File: src/rtl/clock_pkg.sv
`default_nettype none
// ============================================================================
//  Module      : clock_pkg
//  Description : Shared constants and binary-to-BCD helper for clock stages.
//  Revision    : 1.0  initial release
// ============================================================================
package clock_pkg;

    localparam int   SEC_MODULUS  = 60;
    localparam int   MIN_MODULUS  = 60;
    localparam int   HR24_MODULUS = 24;
    localparam int   HR12_MODULUS = 12;

    localparam logic DIR_UP   = 1'b1;
    localparam logic DIR_DOWN = 1'b0;

    // Two-digit BCD of a value below 100; only loads and constants use it.
    function automatic logic [7:0] to_bcd(input logic [15:0] value);
        return {4'((value / 16'd10) % 16'd10), 4'(value % 16'd10)};
    endfunction

endpackage
`default_nettype wire

File: src/rtl/bcd_digit.sv
`default_nettype none
// ============================================================================
//  Module      : bcd_digit
//  Description : One mod-10 up/down BCD digit with step, carry/borrow, force.
//  Revision    : 1.0  initial release
// ============================================================================
module bcd_digit (
    input  logic       clk_in,
    input  logic       reset_in,
    input  logic       step_in,
    input  logic       up_in,
    input  logic       force_in,
    input  logic [3:0] force_val_in,
    output logic [3:0] digit_out,
    output logic       carry_out
);

    logic [3:0] digit_q;
    logic [3:0] digit_d;

    // Carry (up, 9->0) and borrow (down, 0->9) share one output.
    assign carry_out = step_in && (up_in ? (digit_q == 4'd9) : (digit_q == 4'd0));
    assign digit_out = digit_q;

    always_comb begin
        digit_d = digit_q;
        if (force_in) begin
            digit_d = force_val_in;
        end else if (step_in) begin
            if (up_in) begin
                digit_d = (digit_q == 4'd9) ? 4'd0 : digit_q + 4'd1;
            end else begin
                digit_d = (digit_q == 4'd0) ? 4'd9 : digit_q - 4'd1;
            end
        end
    end

    always_ff @(posedge clk_in or negedge reset_in) begin
        if (!reset_in) begin
            digit_q <= 4'd0;
        end else begin
            digit_q <= digit_d;
        end
    end

endmodule
`default_nettype wire

File: src/rtl/counter_modn.sv
`default_nettype none
// ============================================================================
//  Module      : counter_modn
//  Description : Modulo-N up/down counter with clear, checked load, wrap pulse
//                and a lock-step BCD copy of the count.
//  Revision    : 1.0  initial release
// ============================================================================
module counter_modn
    import clock_pkg::*;
#(
    parameter int WIDTH      = 8,
    parameter int MODULUS    = 60,
    parameter int BCD_DIGITS = 2
) (
    input  logic                    clk_in,
    input  logic                    reset_in,
    input  logic                    en_in,
    input  logic                    up_in,
    input  logic                    clr_in,
    input  logic                    load_in,
    input  logic [WIDTH-1:0]        load_val_in,
    output logic [WIDTH-1:0]        count_out,
    output logic [4*BCD_DIGITS-1:0] bcd_out,
    output logic                    wrap_out,
    output logic                    tc_out,
    output logic                    load_err_out
);

    localparam int                  BCD_W     = 4 * BCD_DIGITS;
    localparam logic [WIDTH-1:0]    C_MAX     = WIDTH'(MODULUS - 1);
    localparam logic [BCD_W-1:0]    C_MAX_BCD = BCD_W'(to_bcd(16'(MODULUS - 1)));

    logic [WIDTH-1:0]  count_q,    count_d;
    logic              wrap_q,     wrap_d;
    logic              load_err_q, load_err_d;

    logic              bcd_step;
    logic              bcd_force;
    logic [BCD_W-1:0]  bcd_force_val;
    logic [BCD_DIGITS-1:0] digit_carry;
    logic              msd_carry_unused;

    always_comb begin
        count_d       = count_q;
        wrap_d        = 1'b0;
        load_err_d    = 1'b0;
        bcd_step      = 1'b0;
        bcd_force     = 1'b0;
        bcd_force_val = '0;
        if (clr_in) begin
            count_d   = '0;
            bcd_force = 1'b1;
        end else if (load_in) begin
            if (load_val_in <= C_MAX) begin
                count_d       = load_val_in;
                bcd_force     = 1'b1;
                bcd_force_val = BCD_W'(to_bcd(16'(load_val_in)));
            end else begin
                load_err_d = 1'b1;
            end
        end else if (en_in) begin
            // Wraps force the BCD digits; ordinary steps ripple through them.
            if (up_in) begin
                if (count_q == C_MAX) begin
                    count_d   = '0;
                    wrap_d    = 1'b1;
                    bcd_force = 1'b1;
                end else begin
                    count_d  = count_q + WIDTH'(1);
                    bcd_step = 1'b1;
                end
            end else begin
                if (count_q == '0) begin
                    count_d       = C_MAX;
                    wrap_d        = 1'b1;
                    bcd_force     = 1'b1;
                    bcd_force_val = C_MAX_BCD;
                end else begin
                    count_d  = count_q - WIDTH'(1);
                    bcd_step = 1'b1;
                end
            end
        end
    end

    always_ff @(posedge clk_in or negedge reset_in) begin
        if (!reset_in) begin
            count_q    <= '0;
            wrap_q     <= 1'b0;
            load_err_q <= 1'b0;
        end else begin
            count_q    <= count_d;
            wrap_q     <= wrap_d;
            load_err_q <= load_err_d;
        end
    end

    generate
        for (genvar i = 0; i < BCD_DIGITS; i++) begin : g_digit
            logic digit_step;
            if (i == 0) begin : g_lsd
                assign digit_step = bcd_step;
            end else begin : g_upper
                assign digit_step = digit_carry[i-1];
            end

            bcd_digit u_digit (
                .clk_in       (clk_in),
                .reset_in     (reset_in),
                .step_in      (digit_step),
                .up_in        (up_in),
                .force_in     (bcd_force),
                .force_val_in (bcd_force_val[4*i +: 4]),
                .digit_out    (bcd_out[4*i +: 4]),
                .carry_out    (digit_carry[i])
            );
        end
    endgenerate

    // The count never steps past MODULUS-1, so the top digit cannot carry.
    assign msd_carry_unused = digit_carry[BCD_DIGITS-1];

    assign count_out    = count_q;
    assign wrap_out     = wrap_q;
    assign load_err_out = load_err_q;
    // Gated by reset so every output reads 0 while reset is held.
    assign tc_out       = reset_in &&
                          ((up_in && (count_q == C_MAX)) || (!up_in && (count_q == '0)));

endmodule
`default_nettype wire

File: config.mk
export PLATFORM = sky130hd
export DESIGN_NAME = counter_modn
export DESIGN_NICKNAME = d
export VERILOG_FILES = /design/src/rtl/clock_pkg.sv /design/src/rtl/bcd_digit.sv /design/src/rtl/counter_modn.sv
export SDC_FILE = /design/constraint.sdc
export NUM_CORES = 1
export LEC_CHECK = 0
export BUFFER_PORTS_ARGS = -buffer_cell sky130_fd_sc_hd__clkbuf_2
export CAP_MARGIN = 5
export CELL_PAD_IN_SITES_DETAIL_PLACEMENT = 1
export CELL_PAD_IN_SITES_GLOBAL_PLACEMENT = 1
export CORE_MARGIN = 5
export CORE_UTILIZATION = 38
export DETAILED_ROUTE_END_ITERATION = 7
export PLACE_DENSITY_LB_ADDON = 0.25
export RECOVER_POWER = 100
export SLEW_MARGIN = 20
export SYNTH_ARGS = -nofsm -noshare
export SYNTH_HDL_FRONTEND = slang
export SYNTH_HIERARCHICAL = 1
export SYNTH_SLANG_ARGS = --single-unit
File: constraint.sdc
create_clock -name clk_in -period 3.5 [get_ports clk_in]
set_input_delay 0.175 -clock clk_in [delete_from_list [all_inputs] [get_ports clk_in]]
set_output_delay 0.175 -clock clk_in [all_outputs]
set_load 0.05 [all_outputs]
==> results.tsv <==
stage	metric	value	unit
drt	drt wl/cell	17.0	um
logic_synthesis	Post-Syn Instances	374	
final_layout	Final nets	421	
floorplan	die width	94.5	um
final_layout	P&R area growth vs syn	11.5	%
flow_run	Max-Cap Viols	0	
placed_design	PortBufs	32	
timing	f_max	0.302	GHz
placed_design	GP Congestion	0.893	
critical_path	Crit. End Element	flop	
global_routing	first-pass GRT wire length	14100	um
final_layout	Final Util	0.440	
pwr	Pwr Total	899	uW
critical_path	CP top delay family	compound AO/OA/AOI/OAI gates	
clock_tree	CTS tree	built	
critical_path	CP max stage delay	590	ps
drt	DRC	0	
timing	Fin Clk Skew	2.59	ps
critical_path	crit path buf inv count	2	
floorplan	Starting Density	0.395	
outcome	status	finished, final reports clean	
drt	Initial DRC Count	117	
drt	Routed Antenna Nets	0	
global_routing	vias in the first global route	2846	
floorplan	Site Rows	30	
timing	Final Hold Viols	0	
global_routing	gr usage total	0.191	
global_routing	total gr overflow	0	
floorplan	IO Count	33	
final_layout	layout cells sized above 1	0.150	
critical_path	crit path cell chain	clkbuf_2, nor2_1, inv_1, ha_1, a2111oi_0, or3_1, o31a_1, o21ai_1, a211oi_1, o221a_2, nor2_2, or3_1, a211oi_2, and2_1, a311o_1	
critical_path	cell mode on critical path	or3_1	
critical_path	Worst Path Required	3700	ps
clock_tree	CTS max path bufs	2	
hold_path	Worst Hold Class	input port to flop	
critical_path	type of origin of the critical path	input port	
final_layout	most common cell after layout, fill and taps aside	nor2_1	
timing	setup tns final	0	ps
timing	Max Slew Vio Count	0	
final_layout	Antenna Cells	0	
clock_tree	Clock Root Buffer	clkbuf_8	
floorplan	Die Y	94.5	um
pwr	leakage	1.25	nW
floorplan	full die area	0.00893	mm2
drt	DR vias	2864	
timing	final setup margin	190	ps
critical_path	critical-path maximum fanout	6	
pwr	Pwr Density	297	mW/mm2
critical_path	crit path kind	input port to flop	
timing	Slew HR	0.231	
floorplan	CORE AREA	0.00687	mm2
logic_synthesis	YS warnings	6	
placed_design	pre-CTS WS	-102	ps
critical_path	Crit path arrival time	3510	ps
critical_path	CP max stage cell	a2111oi_0	
drt	Vias/cell	5.77	
drt	Routed WL	8430	um
clock_tree	CTS clk-pin slew, worst paths	70	ps
placed_design	Placed Area	0.00297	mm2
clock_tree	clk sinks	18	
final_layout	most frequent cells in the layout	38 x nor2_1, 35 x nand2_1, 22 x a21oi_1	
final_layout	final instance area	0.00302	mm2
critical_path	R2R Setup Slk	260	ps
pwr	Max IR drop VDD	0.000166	V
timing	RSZ-0062 raised after global routing	false	
clock_tree	total CTS buffers	3	
clock_tree	later-pin clock latency in the skew report	260	ps
global_routing	initial antenna violation count	0	
timing	min Tclk post-route	3310	ps
logic_synthesis	syn nets	394	
timing	final period utilization	0.946	
clock_tree	postcts setup bufs	0	
timing	Final Setup Violations	0	
logic_synthesis	Avg Inst Size Synth	7.25	um2
global_routing	largest net degree at the start of global routing	33	
clock_tree	Max H-tree Level	1	
placed_design	DP HPWL	6500	um
drt	DRT Pass-1 Iters	4	
timing	Tightest Pin Transition	1150	ps
logic_synthesis	Syn Std Cell Area	0.00271	mm2
-- final cells by class --
cell class	count	area [um2]
clock buffer	4	55.1
fill	909	3840
inverter	21	78.8
multi-input combinational	303	2020
sequential	18	450
tap	96	120
timing repair buffer	54	303
-- worst register-to-register path: cells and delay by family (launching register included) --
family | cells | cell delay (ps)
AOI/OAI and AO/OA | 3 | 910
adders and majority gates | 1 | 270
DFF | 1 | 500
and+or+nand+nor | 7 | 1210
buffers and inverters | 2 | 240
-- state kept, by name (all words and copies together), names as in the netlist --
signal                     count
count_out                      8
wrap_out                       1
g_digit.u_digit/digit_out      8
load_err_out                   1
-- report_power, final --
part | switching (mW) | total [mW] | internal, mW | leakage [nW]
sequential | 0.0403 | 0.264 | 0.224 | 0.239
combinational | 0.287 | 0.456 | 0.169 | 0.986
clock | 0.0786 | 0.179 | 0.100 | 0.0288
-- path summary, 6_finish.rpt --
check,startpoint,end,cells after the start
worst max-delay path,load_val_in[6],g_digit[0].u_digit/digit_out[2],15
worst min-delay path,en_in,wrap_out,4
worst max register to register,count_out[0],g_digit[1].u_digit/digit_out[2],13
worst min register to register,count_out[1],count_out[1],2
max in group asynchronous,reset_in,wrap_out,2
min in group asynchronous,reset_in,g_digit[1].u_digit/digit_out[0],2
-- per-stage QoR --
stage	cells	hold WS [ps]
2_1_floorplan	374	-121
3_3_place_gp	491	177
3_5_place_dp	491	177
4_1_cts	496	333
5_1_grt	496	340
6_report	496	327
-- metal layers --
metal	wire, um	vias to the layer above	GRT usage	part of all wire
met2	4220	36	0.345	0.50
met1	3990	1415	0.257	0.47
li1	-	1411	-	-
met3	186	2	0.0191	0.022
met4	29	0	0.0144	0.0034
met5	0	-	0	0
-- repair_timing --
item | in CTS | in global routing
gates resized for setup | 0 | 2
hold buffers | 1 | 0
endpoints found under the hold margin | 18 | 0
setup endpoints to repair | 0 | 6
Note: power is estimated with default switching activity, not from simulation.
